<file path="src/rtl/acq_pkg.sv">
// Shared constants, FSM state type and saturating arithmetic for the
// serial code-phase search controller.
package acq_pkg;

   localparam int unsigned CODE_LEN  = 1023;
   localparam int unsigned PHASE_MAX = CODE_LEN - 1;

   typedef enum logic [2:0] {
      IDLE,
      SETTLE,
      DWELL,
      EVAL,
      DONE
   } acq_state_t;

   // Unsigned add clamped to the all-ones value of a w-bit field (w <= 64).
   function automatic logic [63:0] sat_add(input logic [63:0] a,
                                           input logic [63:0] b,
                                           input int unsigned w);
      logic [64:0] s;
      logic [64:0] lim;
      s   = {1'b0, a} + {1'b0, b};
      lim = (65'd1 << w) - 65'd1;
      return (s > lim) ? lim[63:0] : s[63:0];
   endfunction

endpackage

</file>
<file path="src/rtl/acq_search_ctrl_if.sv">
// Correlator/CPU-facing signal bundle of the search controller.
interface acq_search_ctrl_if #(
   parameter int unsigned MAG_W = 40
);
   logic signed [31:0] koef;
   logic               start;
   logic               abort;
   logic [MAG_W-1:0]   threshold;
   logic [9:0]         Phase;
   logic               busy;
   logic               done;
   logic               acq_ok;
   logic [9:0]         best_phase;
   logic [MAG_W-1:0]   best_mag;

   modport master (
      output koef, start, abort, threshold,
      input  Phase, busy, done, acq_ok, best_phase, best_mag
   );

   modport slave (
      input  koef, start, abort, threshold,
      output Phase, busy, done, acq_ok, best_phase, best_mag
   );
endinterface

</file>
<file path="src/rtl/dump_sync.sv">
// Brings the correlator dump clock into CLK_16M and emits a registered
// one-cycle pulse per rising edge of clk_10k.
module dump_sync (
   input  logic CLK_16M,
   input  logic rst,
   input  logic clk_10k,
   output logic dump
);
   logic r_meta;
   logic r_sync;
   logic r_prev;
   logic r_dump;

   always_ff @(posedge CLK_16M or negedge rst) begin
      if (!rst) begin
         r_meta <= 1'b0;
         r_sync <= 1'b0;
         r_prev <= 1'b0;
         r_dump <= 1'b0;
      end else begin
         r_meta <= clk_10k;
         r_sync <= r_meta;
         r_prev <= r_sync;
         r_dump <= r_sync & ~r_prev;
      end
   end

   assign dump = r_dump;
endmodule

</file>
<file path="src/rtl/acq_search_ctrl.sv">
// Serial code-phase search: steps Phase, discards stale dumps, sums |koef|
// over a dwell per phase, keeps the earliest peak and compares to threshold.
module acq_search_ctrl
   import acq_pkg::*;
#(
   parameter int unsigned N_DWELL    = 4,
   parameter int unsigned N_DISCARD  = 1,
   parameter int unsigned PHASE_STEP = 1,
   parameter int unsigned MAG_W      = 40
) (
   input  logic                CLK_16M,
   input  logic                rst,
   input  logic                clk_10k,
   acq_search_ctrl_if.slave    bus
);
   acq_state_t       r_state;
   logic [9:0]       r_phase;
   logic [9:0]       r_best_phase;
   logic [MAG_W-1:0] r_best_mag;
   logic [MAG_W-1:0] r_sum;
   logic [MAG_W-1:0] r_thr;
   logic [1:0]       r_disc_cnt;
   logic [4:0]       r_dwell_cnt;
   logic             r_done;
   logic             r_acq_ok;

   logic             w_dump;
   logic [31:0]      w_mag;
   logic [MAG_W-1:0] w_sum_next;
   logic [10:0]      w_phase_next;
   logic             w_last;
   logic             w_new_best;
   logic [MAG_W-1:0] w_best_next;

   dump_sync u_dump_sync (
      .CLK_16M (CLK_16M),
      .rst     (rst),
      .clk_10k (clk_10k),
      .dump    (w_dump)
   );

   // -2^31 has no positive counterpart in 32 bits; clamp it to 2^31-1.
   always_comb begin
      w_mag = bus.koef;
      if (bus.koef[31]) begin
         if (bus.koef == 32'sh8000_0000) w_mag = 32'h7FFF_FFFF;
         else                            w_mag = ~bus.koef + 32'd1;
      end
   end

   assign w_sum_next   = MAG_W'(sat_add(64'(r_sum), 64'(MAG_W'(w_mag)), MAG_W));
   assign w_phase_next = {1'b0, r_phase} + 11'(PHASE_STEP);
   assign w_last       = w_phase_next > 11'(PHASE_MAX);
   assign w_new_best   = r_sum > r_best_mag;
   assign w_best_next  = w_new_best ? r_sum : r_best_mag;

   always_ff @(posedge CLK_16M or negedge rst) begin
      if (!rst) begin
         r_state      <= IDLE;
         r_phase      <= '0;
         r_best_phase <= '0;
         r_best_mag   <= '0;
         r_sum        <= '0;
         r_thr        <= '0;
         r_disc_cnt   <= '0;
         r_dwell_cnt  <= '0;
         r_done       <= 1'b0;
         r_acq_ok     <= 1'b0;
      end else begin
         r_done <= 1'b0;
         if (bus.abort) begin
            r_state <= IDLE;
         end else begin
            case (r_state)
               IDLE, DONE: begin
                  if (bus.start) begin
                     r_state      <= SETTLE;
                     r_phase      <= '0;
                     r_best_mag   <= '0;
                     r_best_phase <= '0;
                     r_acq_ok     <= 1'b0;
                     r_thr        <= bus.threshold;
                     r_disc_cnt   <= '0;
                  end
               end
               SETTLE: begin
                  if (r_disc_cnt == 2'(N_DISCARD)) begin
                     r_state     <= DWELL;
                     r_sum       <= '0;
                     r_dwell_cnt <= '0;
                  end else if (w_dump) begin
                     r_disc_cnt <= r_disc_cnt + 2'd1;
                  end
               end
               DWELL: begin
                  if (w_dump) begin
                     r_sum       <= w_sum_next;
                     r_dwell_cnt <= r_dwell_cnt + 5'd1;
                     if (r_dwell_cnt == 5'(N_DWELL - 1)) r_state <= EVAL;
                  end
               end
               EVAL: begin
                  if (w_new_best) begin
                     r_best_mag   <= r_sum;
                     r_best_phase <= r_phase;
                  end
                  // acq_ok must see the peak including this phase's sum.
                  if (w_last) begin
                     r_state  <= DONE;
                     r_done   <= 1'b1;
                     r_acq_ok <= w_best_next > r_thr;
                  end else begin
                     r_phase    <= w_phase_next[9:0];
                     r_disc_cnt <= '0;
                     r_state    <= SETTLE;
                  end
               end
               default: r_state <= IDLE;
            endcase
         end
      end
   end

   assign bus.Phase      = r_phase;
   assign bus.busy       = (r_state != IDLE) && (r_state != DONE);
   assign bus.done       = r_done;
   assign bus.acq_ok     = r_acq_ok;
   assign bus.best_phase = r_best_phase;
   assign bus.best_mag   = r_best_mag;
endmodule
</file>
<file path="src/flat_wrapper.sv">
// flat-port wrapper written by rule: the top's interface ports become plain ports
module acq_search_ctrl_flat import acq_pkg::*;
#(
   parameter int unsigned N_DWELL    = 4,
   parameter int unsigned N_DISCARD  = 1,
   parameter int unsigned PHASE_STEP = 1,
   parameter int unsigned MAG_W      = 40
)
  (CLK_16M, rst, clk_10k, bus_koef, bus_start, bus_abort, bus_threshold, bus_Phase, bus_busy, bus_done, bus_acq_ok, bus_best_phase, bus_best_mag);
  acq_search_ctrl_if #(.MAG_W(MAG_W)) bus_i ();
  input  logic CLK_16M;
  input  logic rst;
  input  logic clk_10k;
  input wire logic [$bits(bus_i.koef)-1:0] bus_koef;
  input wire logic [$bits(bus_i.start)-1:0] bus_start;
  input wire logic [$bits(bus_i.abort)-1:0] bus_abort;
  input wire logic [$bits(bus_i.threshold)-1:0] bus_threshold;
  output wire logic [$bits(bus_i.Phase)-1:0] bus_Phase;
  output wire logic [$bits(bus_i.busy)-1:0] bus_busy;
  output wire logic [$bits(bus_i.done)-1:0] bus_done;
  output wire logic [$bits(bus_i.acq_ok)-1:0] bus_acq_ok;
  output wire logic [$bits(bus_i.best_phase)-1:0] bus_best_phase;
  output wire logic [$bits(bus_i.best_mag)-1:0] bus_best_mag;
  assign bus_i.koef = bus_koef;
  assign bus_i.start = bus_start;
  assign bus_i.abort = bus_abort;
  assign bus_i.threshold = bus_threshold;
  assign bus_Phase = bus_i.Phase;
  assign bus_busy = bus_i.busy;
  assign bus_done = bus_i.done;
  assign bus_acq_ok = bus_i.acq_ok;
  assign bus_best_phase = bus_i.best_phase;
  assign bus_best_mag = bus_i.best_mag;
  acq_search_ctrl #(.N_DWELL(N_DWELL), .N_DISCARD(N_DISCARD), .PHASE_STEP(PHASE_STEP), .MAG_W(MAG_W)) u_core (.CLK_16M(CLK_16M), .rst(rst), .clk_10k(clk_10k), .bus(bus_i));
endmodule
</file>
<file path="config.mk">
export PLATFORM = sky130hd
export DESIGN_NAME = acq_search_ctrl_flat
export DESIGN_NICKNAME = d
export VERILOG_FILES = /design/src/rtl/acq_pkg.sv /design/src/rtl/acq_search_ctrl_if.sv /design/src/rtl/dump_sync.sv /design/src/rtl/acq_search_ctrl.sv /design/src/flat_wrapper.sv
export SDC_FILE = /design/constraint.sdc
export NUM_CORES = 1
export LEC_CHECK = 0
export CAP_MARGIN = 20
export CORE_AREA = 2 2 162 164
export DETAILED_ROUTE_END_ITERATION = 6
export DIE_AREA = 0 0 164 166
export GPL_TIMING_DRIVEN = 0
export HOLD_SLACK_MARGIN = 0.15
export PLACE_DENSITY = 0.66
export SLEW_MARGIN = 20
export SYNTH_ARGS = -nofsm -noshare
export SYNTH_HDL_FRONTEND = slang
export SYNTH_SLANG_ARGS = --single-unit
</file>
<file path="constraint.sdc">
create_clock -name CLK_16M -period 5.3 [get_ports CLK_16M]
set_clock_uncertainty 0.1 [all_clocks]
set_input_delay 0.53 -clock CLK_16M [delete_from_list [all_inputs] [get_ports CLK_16M]]
set_output_delay 0.53 -clock CLK_16M [all_outputs]
set_load 0.02 [all_outputs]
</file>
==> run_results.csv, run 1 <==
group,metric,value,unit
status,status,"finished, final reports clean",
setup_path,crit_path_start_kind,"register",
detailed_routing,via_per_inst,5.57,
detailed_routing,drt_wl_total,32.9,mm
grt,grt_max_degree,73,
setup_path,worstPathArrival,5.24,ns
floorplanning,die_y,166,um
layout,area_growth,22.4,%
clocking,cts_tree,"built",
detailed_routing,wl_per_cell,17.4,um
floorplanning,die_area,27200,sq um
layout,drive_gt1_share,4.51,%
power_and_ir_drop,ir_drop,420,uV
timing,worstMarginPinSlew,0.743,ns
timing,max_slew_margin,49.2,%
flow_run,maxCapViolCount,0,
detailed_routing,ant_nets,0,
layout,nFillCells,2378,
clocking,cts_sinks,156,
layout,fin_area,14100,sq um
clocking,htreeDepth,4,
timing,fin_tns_setup,0,ns
synth,ys_ff_latch,156,
timing,clock.fmax,0.198,GHz
setup_path,worst_setup_path_end_kind,"register",
place,routabilityCongestion,0.925,
synth,synthFlopType,"dfrtp_1",
detailed_routing,vias,10500,
setup_path,crit_type,"register to register",
layout,postLayoutCoreUtil,55.0,%
clocking,cts.path.max_buffers,2,
synth,yosysWarnings,0,
timing,hold_viol,0,
clocking,clock_latency,0.44,ns
floorplanning,rows,59,
synth,async_reset_ff_share,100,%
setup_path,critPathMaxFanout,10,
timing,setup_violations,0,
synth,synth_nets,1576,
grt,antenna_found_initial,0,
floorplanning,core_area,25600,sq um
detailed_routing,route.detailed.drc,0,
timing,layout_min_cycle_time,5.05,ns
clocking,cts_made_buffers,17,
detailed_routing,drt-initial-drc-count,706,
place,dpl.hpwl,26.2,mm
detailed_routing,dr.pass1.iters,5,
setup_path,required,5.49,ns
synth,syn_inst,1373,
clocking,root_buffer,"clkbuf_16",
layout,antenna_cells,0,
grt,grt_pass1_wl,52.2,mm
floorplanning,pin_count,140,
synth,ys_seq_area_share,33.9,%
timing,final.period_utilization,95.3,%
place,io_buffers,138,
synth,syn_area_per_cell,8.39,sq um
layout,fin_nets,1742,
clocking,clk_pin_slew_worst_paths,0.07,ns
power_and_ir_drop,power_density,447,nW/um^2
power_and_ir_drop,leakagePower,0.00644,uW
timing,fin_hold_ws,0.261,ns
place,postPlaceCellArea,13400,sq um
floorplanning,initial_core_util,45.0,%
grt,grt_overflow,0,
synth,synth_enable_flop_cells,0,
timing,slew_violations,0,
floorplanning,fp.dieW,164,um
grt,grt_util_all_layers,24.3,%
grt,first_global_vias,9865,
layout,layout.cells.non_filler,1887,
worst_hold_path,hp-class,"register to register",
synth,netlist_area,11500,sq um
place,place_inst,1848,
synth,synth_cell_types,66,
==> kinds of logic after synthesis <==
kind of cell | count (synthesis) | share of synthesized area, %
simple gates | 427 | 16.9
buf+inv | 167 | 5.80
fa+ha+maj | 126 | 13.7
compound gates | 388 | 20.4
xor+xnor | 53 | 4.03
flops | 156 | 33.9
mux | 56 | 5.20
==> sequential cells by signal, indices dropped and copies added (netlist names) <==
register,count
u_core.bus.best_mag,40
u_core.bus.best_phase,10
u_core.bus.done,1
u_core.u_dump_sync.r_sync,1
u_core.bus.acq_ok,1
u_core.r_disc_cnt,2
u_core.u_dump_sync.r_prev,1
u_core.r_dwell_cnt,5
u_core.r_thr,40
u_core.bus.Phase,10
u_core.r_state,3
u_core.u_dump_sync.r_meta,1
u_core.r_sum,40
u_core.u_dump_sync.dump,1
==> synth_stat cells, types with 7 or more instances <==
cell type | n | area share, %
nand2_1 | 195 | 6.4
dfrtp_1 | 156 | 34
o21ai_0 | 149 | 6.5
ha_1 | 125 | 14
inv_1 | 111 | 3.6
a21oi_1 | 97 | 4.2
nor2_1 | 84 | 2.7
clkbuf_1 | 45 | 1.5
xor2_1 | 40 | 3.0
a21o_1 | 36 | 2.3
mux2_1 | 30 | 2.9
nand3_1 | 30 | 1.3
mux2i_1 | 25 | 2.2
nand4_1 | 24 | 1.3
o31ai_1 | 22 | 1.4
nor3_1 | 20 | 0.87
a31oi_1 | 14 | 0.76
o211ai_1 | 13 | 0.85
xnor2_1 | 13 | 0.99
a211oi_1 | 10 | 0.65
nand2b_1 | 10 | 0.54
nor2b_1 | 10 | 0.54
and2_1 | 9 | 0.49
or3_1 | 8 | 0.43
nor4_1 | 7 | 0.38
o21a_1 | 7 | 0.46
==> through the flow <==
stage                     total power (uW)  setup slack (ns)
after floorplan                       3960             0.731
after global placement                4910             -2.77
after detailed placement              4970            -0.824
after CTS                             6300            0.0334
after global routing                  6810          -0.00826
final                                 6300             0.250
==> cell usage in the layout (no fill, tap or decap), types with 19 or more instances in the layout <==
master / netlist / layout
nand2_1: 195 / 195
dfrtp_1: 156 / 156
o21ai_0: 149 / 147
clkdlybuf4s50_1: 0 / 137
ha_1: 125 / 125
inv_1: 111 / 111
a21oi_1: 97 / 97
nor2_1: 84 / 83
clkbuf_1: 45 / 43
xor2_1: 40 / 40
a21o_1: 36 / 36
nand3_1: 30 / 30
mux2_1: 30 / 30
mux2i_1: 25 / 25
nand4_1: 24 / 24
o31ai_1: 22 / 22
nor3_1: 20 / 19
==> worst max-delay path: stages, from the launching register on <==
cell      delay, ns
dfrtp_1        0.45
ha_1           0.36
nand4_1        0.22
nor4_2         0.36
nand3_1        0.14
or2_1          0.27
o2111a_1       0.28
a31oi_4        0.28
clkbuf_1       0.45
o21ai_0        0.26
ha_1           0.36
nand4_1        0.16
nor4_1         0.50
nand3_1        0.21
nor4_1         0.40
o31ai_1        0.10
==> where the power goes <==
| group | internal (uW) | switching [uW] | total [uW] |
|---|---|---|---|
| clock network | 764 | 534 | 1300 |
| registers | 1470 | 294 | 1770 |
| logic | 1250 | 1980 | 3230 |
| total | 3490 | 2810 | 6300 |
==> routing by layer <==
metal	GRT usage (%)	share of wire [%]	up-vias
li1	-	-	5189
met1	34.4	47	4980
met2	38.2	45	288
met3	3.50	4.8	49
met4	8.24	2.6	0
met5	0	0	-
==> cell type report <==
type                            instances  area [sq um]  area share (%)
Buffer                                 55           251            1.78
Clock buffer                           18           439            3.11
Clock inverter                         14           183            1.30
Inverter                              111           417            2.96
Multi-Input combinational cell       1050          6980            49.5
Sequential cell                       156          3900            27.7
Tap cell                              335           419            2.97
Timing Repair Buffer                  148          1500            10.7
==> timing repair <==
item                                    4_1_cts  5_1_grt
hold buffers                                  1        0
endpoints found under the setup margin       28       40
pin swaps                                     1        1
setup buffers                                 3        4
endpoints found under the hold margin        31        0
cloned                                        0        0
gates resized for setup                       5        9
==> path summary, 6_finish.rpt <==
check / start / to / slack, ns / depth (start not counted)
min in group asynchronous: rst / u_core.u_dump_sync.r_meta / 0.43 / 2
min: u_core.u_dump_sync.r_meta / u_core.u_dump_sync.r_sync / 0.26 / 0
min reg2reg: u_core.u_dump_sync.r_meta / u_core.u_dump_sync.r_sync / 0.26 / 0
max: u_core.r_sum[36] / u_core.bus.acq_ok / 0.25 / 15
max in group asynchronous: rst / u_core.bus.best_mag[2] / 3.71 / 4
max reg2reg: u_core.r_sum[36] / u_core.bus.acq_ok / 0.25 / 15
Power figures use the tool's default switching activity.
==> run 2, diff against run 1 <==
- SLEW_MARGIN: 20 -> default
==> run 2 against run 1 <==
Compared with the run above: non-clock buffer count is the same; cell area about the same; clock power about the same; die area unchanged; fmax increased by 0.52%; final cell count did not move; sequential share of layout area barely moved; count of clock-buffer cells in the layout is 1 lower; global-route usage is essentially flat; first-iteration DRC count rose by 24%; power grew 0.17%; worst setup slack improved by 0.026 ns; critical endpoint unchanged; largest power group unchanged.
==> run_results.csv, run 2 (synthesized netlist as in run 1, its figures left out) <==
group,metric,value,unit
status,status,"finished, final reports clean",
timing,rsz0062_at_grt,"no",
setup_path,critPathMaxFanout,10,
setup_path,path_buf_inv,1,
timing,hold_viol,0,
timing,worstMarginPinSlew,0.742,ns
clocking,cts.path.max_buffers,2,
grt,grt_util_all_layers,24.4,%
setup_path,path_delay_family,"simple AND/OR/NAND/NOR gates",
layout,final_common_cell,"nand2_1",
setup_path,r2r-end,"u_core.bus.acq_ok",
clocking,cts_made_buffers,17,
timing,final.period_utilization,94.8,%
floorplanning,die_area,27200,sq um
detailed_routing,drt-initial-drc-count,874,
layout,layout_common_cells,"nand2_1 (195), dfrtp_1 (156), o21ai_0 (147)",
flow_run,maxCapViolCount,0,
detailed_routing,vias,10400,
layout,antenna_cells,0,
grt,grt_pass1_wl,52.2,mm
clocking,htreeDepth,4,
timing,slew_violations,0,
timing,fin_tns_setup,0,ns
timing,setup_violations,0,
setup_path,cp_slowest_cell,"dfrtp_1",
layout,nFillCells,2394,
setup_path,r2r_cells,15,
worst_hold_path,min_to,"u_core.u_dump_sync.r_sync",
worst_hold_path,holdPathStages,0,
timing,clock.fmax,0.199,GHz
place,io_buffers,138,
detailed_routing,route.detailed.drc,0,
floorplanning,pin_count,140,
floorplanning,rows,59,
detailed_routing,via_per_inst,5.52,
timing,max_slew_margin,49.3,%
setup_path,r2r-start,"u_core.r_sum[25]",
floorplanning,core_area,25600,sq um
clocking,cts_tree,"built",
clocking,root_buffer,"clkbuf_16",
setup_path,crit_path_start_kind,"register",
timing,fin_hold_ws,0.249,ns
place,routabilityCongestion,0.925,
power_and_ir_drop,power_density,448,nW/um^2
layout,area_growth,22.3,%
timing,layout_min_cycle_time,5.02,ns
setup_path,r2r_slack,0.28,ns
power_and_ir_drop,ir_drop,294,uV
setup_path,crit_path_max_incr_delay,0.50,ns
detailed_routing,ant_nets,0,
setup_path,worstPathArrival,5.21,ns
setup_path,crit_chain,"ha_1 > nand4_1 > nor4_2 > nand3_1 > or2_1 > o2111a_1 > a31oi_4 > clkbuf_1 > o21ai_0 > ha_1 > nand4_1 > nor4_1 > nand3_1 > nor4_1 > o31ai_1",
worst_hold_path,min_from,"u_core.u_dump_sync.r_meta",
clocking,clk_pin_slew_worst_paths,0.07,ns
floorplanning,die_y,166,um
power_and_ir_drop,leakagePower,0.00644,uW
timing,fin_ws,0.276,ns
clocking,cts_sinks,156,
grt,grt_overflow,0,
layout,drive_gt1_share,4.64,%
setup_path,crit_type,"register to register",
floorplanning,fp.dieW,164,um
floorplanning,initial_core_util,45.0,%
grt,grt_max_degree,73,
layout,postLayoutCoreUtil,55.0,%
grt,antenna_found_initial,0,
setup_path,required,5.49,ns
setup_path,worst_setup_path_end_kind,"register",
clocking,clock_latency,0.44,ns
grt,first_global_vias,9905,
power_and_ir_drop,finalPower,6310,uW
detailed_routing,dr.pass1.iters,5,
worst_hold_path,hp-class,"register to register",
place,dpl_worst_slack,-0.828,ns
detailed_routing,drt_wl_total,32.9,mm
place,dpl.hpwl,26.2,mm
layout,fin_nets,1742,
detailed_routing,wl_per_cell,17.4,um
[run 2: changes by cell type in the layout (fill, tap and decap cells not counted), sizes merged]
cell	previous run	this run
clkbuf	64	63
clkinv	3	4
[run 2: where the power goes]
part	total (uW)	internal, uW	switching, uW	leakage, uW
clock network	1270	749	523	0.000295
logic	3270	1260	2010	0.00406
registers	1770	1470	293	0.00208
[run 2: worst max path at each step]
stage / start / end / cells after the start
after detailed placement: bus_koef[3] / u_core.r_sum[35] / 18
after floorplan: bus_koef[5] / u_core.r_sum[10] / 17
final: u_core.r_sum[25] / u_core.bus.acq_ok / 15
after global routing: u_core.bus.best_mag[26] / u_core.bus.acq_ok / 21
after CTS: bus_koef[3] / u_core.r_sum[33] / 18
after global placement: rst / u_core.r_thr[9] / 1
[run 2: repair_timing]
action / CTS / global route
resized for setup: 4 / 13
endpoints found under the hold margin: 31 / 0
hold buffers: 1 / 0
pin swaps: 1 / 2
setup buffers: 3 / 3
setup endpoints to repair: 28 / 40
[run 2: stage by stage]
step,std cells,cell area (sq um)
CTS,1884,14000
finish,1887,14100
floorplan,1373,11500
detailed placement,1848,13400
global route,1887,14100
global placement,1846,13300
[run 2: final cells by class]
type / instances / area, sq um / share of cell area [%]
multi-input combinational: 1050 / 7000 / 49.6
sequential: 156 / 3900 / 27.7
timing repair buffer: 147 / 1490 / 10.6
clock buffer: 17 / 425 / 3.02
tap: 335 / 419 / 2.97
inverter: 111 / 417 / 2.96
buffer: 56 / 256 / 1.82
clock inverter: 15 / 185 / 1.31
[run 2: worst reg2reg max path, stage by stage (launching register included)]
cell      delay (ns)
dfrtp_1         0.50
ha_1            0.36
nand4_1         0.15
nor4_2          0.36
nand3_1         0.15
or2_1           0.26
o2111a_1        0.28
a31oi_4         0.29
clkbuf_1        0.44
o21ai_0         0.25
ha_1            0.37
nand4_1         0.18
nor4_1          0.49
nand3_1         0.20
nor4_1          0.40
o31ai_1         0.11
[run 2: layer usage]
metal	part of all wire [%]	up-vias	global-route usage (%)
li1	-	5180	-
met1	47	4907	34.8
met2	46	277	38.5
met3	4.6	48	3.12
met4	2.3	0	7.55
met5	0	-	0
==> run 3, diff against run 2 <==
- RECOVER_POWER: default -> 25
==> run 3 against run 2 <==
Compared with the run above: the run now ends with capacitance limit, slew limit left; highest routed layer unchanged; wire length down 0.15%; fmax fell by 0.72%; global-route usage stayed put; worst setup slack worse by 0.036 ns; combinational power hardly changed.
==> run_results.csv, run 3 (synthesized netlist as in run 1, its figures left out) <==
group,metric,value,unit
layout,layout.cells.non_filler,1887,
clocking,clk_pin_slew_worst_paths,0.07,ns
grt,grt_pass1_wl,52.2,mm
layout,fin_area,14100,sq um
timing,rsz0062_at_grt,"no",
floorplanning,fp.dieW,164,um
clocking,cts_made_buffers,17,
setup_path,r2r_cells,16,
layout,postLayoutCoreUtil,54.9,%
layout,area_growth,22.1,%
detailed_routing,drt_wl_total,32.9,mm
clocking,clock_latency,0.43,ns
layout,regArea,3900,sq um
layout,drive_gt1_share,4.57,%
worst_hold_path,min_to,"u_core.u_dump_sync.r_sync",
detailed_routing,wl_per_cell,17.4,um
place,postPlaceCellArea,13400,sq um
floorplanning,die_area,27200,sq um
worst_hold_path,holdPathStages,0,
timing,slew_violations,105,
detailed_routing,drt-initial-drc-count,847,
setup_path,crit_type,"register to register",
setup_path,critPathMaxFanout,10,
setup_path,r2r-start,"u_core.bus.best_mag[26]",
setup_path,critPathLaunch,"u_core.bus.best_mag[26]",
floorplanning,initial_core_util,45.0,%
power_and_ir_drop,power_density,448,nW/um^2
place,io_buffers,138,
layout,nFillCells,2399,
detailed_routing,route.detailed.drc,0,
floorplanning,die_y,166,um
setup_path,worstPathArrival,5.25,ns
setup_path,r2r_slack,0.24,ns
layout,antenna_cells,0,
grt,antenna_found_initial,0,
power_and_ir_drop,ir_drop,291,uV
place,routabilityCongestion,0.925,
grt,grt_util_all_layers,24.4,%
worst_hold_path,hp-class,"register to register",
status,violations,"capacitance limit, slew limit",
clocking,htreeDepth,4,
setup_path,cp_slowest_cell,"nor4_1",
detailed_routing,vias,10400,
timing,layout_min_cycle_time,5.06,ns
setup_path,worst_setup_path_end_kind,"register",
grt,first_global_vias,9905,
detailed_routing,ant_nets,0,
flow_run,maxCapViolCount,2,
place,dpl.hpwl,26.2,mm
timing,hold_viol,0,
clocking,cts_tree,"built",
layout,final_common_cell,"nand2_1",
floorplanning,core_area,25600,sq um
setup_path,crit_path_start_kind,"register",
layout,layout_common_cells,"nand2_1 (195), dfrtp_1 (156), o21ai_0 (147)",
detailed_routing,dr.pass1.iters,6,
clocking,root_buffer,"clkbuf_16",
clocking,cts_sinks,156,
detailed_routing,via_per_inst,5.52,
floorplanning,rows,59,
grt,grt_max_degree,73,
floorplanning,pin_count,140,
setup_path,crit_chain,"inv_1 > ha_1 > nand4_1 > nor4_2 > nand3_1 > or2_1 > o2111a_1 > a31oi_4 > clkbuf_1 > o21ai_0 > ha_1 > nand4_1 > nor4_1 > nand3_1 > nor4_1 > o31ai_1",
status,status,"finished, violations left",
timing,max_slew_margin,-22.6,%
clocking,cts.path.max_buffers,2,
grt,grt_overflow,0,
setup_path,crit_path_max_incr_delay,0.49,ns
timing,final.period_utilization,95.5,%
place,place_inst,1848,
timing,setup_violations,0,
power_and_ir_drop,leakagePower,0.00642,uW
setup_path,required,5.49,ns
worst_hold_path,min_from,"u_core.u_dump_sync.r_meta",
layout,multi_input_comb_area,7000,sq um
layout,fin_nets,1742,
timing,worstMarginPinSlew,1.84,ns
setup_path,r2r-end,"u_core.bus.acq_ok",
timing,clock.fmax,0.198,GHz
## run 3: cell types whose count changed in the layout (fill, tap and decap cells not counted)
cell,before,now
clkdlybuf4s50_1,137,136
clkbuf_2,2,3
buf_6,4,3
buf_16,2,1
clkbuf_1,43,44
dlygate4sd3_1,1,2
## run 3: how the worst max path moves through the flow
stage / slack, ns / endpoint
floorplan: 0.73 / u_core.r_sum[10]
global placement: -2.77 / u_core.r_thr[9]
detailed placement: -0.83 / u_core.r_sum[35]
CTS: 0.02 / u_core.r_sum[33]
global route: 0.01 / u_core.bus.acq_ok
finish: 0.24 / u_core.bus.acq_ok
## run 3: cell type report
class	count	share of cell area (%)
repair buffers	147	10.4
plain buffers	56	1.82
clock inverters	15	1.32
flip-flops and latches	156	27.8
well taps	335	2.98
inverters	111	2.96
multi-input cells	1050	49.7
clock buffers	17	3.02
## run 3: where the power goes
| group | internal (uW) | total, uW | leakage (uW) | switching (uW) |
|---|---|---|---|---|
| Combinational | 1260 | 3270 | 0.00405 | 2010 |
| Sequential | 1470 | 1770 | 0.00208 | 293 |
| Clock | 749 | 1270 | 0.000295 | 523 |
| Total | 3480 | 6310 | 0.00642 | 2820 |
## run 3: critical path: cells and delay by family (launching register included)
family,cells,cell delay [ns]
flip-flops,1,0.45
buffers and inverters,2,0.56
adder cells (fa/ha/maj),2,0.68
AND/OR/NAND/NOR,8,2.20
AO/OA/AOI/OAI,4,0.93
## run 3: timing repair
| action | CTS | global route |
|---|---|---|
| gates resized for setup | 4 | 13 |
| hold buffers | 1 | 0 |
| buffers inserted | 3 | 3 |
| pin swaps | 1 | 2 |
| setup endpoints to repair | 28 | 40 |
| endpoints found under the hold margin | 31 | 0 |
## run 3: per-layer routing
layer	track usage, %	part of all wire (%)	vias up
met3	3.12	4.5	44
met2	38.5	46	272
met4	7.55	2.3	0
li1	-	-	5179
met1	34.8	48	4930
met5	0	0	-
## run 3: per-stage QoR
step	power, uW	worst slack [ns]	TNS (ns)	hold WS (ns)
global route	6810	0.00997	0	0.262
finish	6310	0.239	0	0.249
detailed placement	4970	-0.828	-21.93	0.235
floorplan	3960	0.731	0	0.134
CTS	6280	0.0198	0	0.251
global placement	4910	-2.77	-449.87	0.232
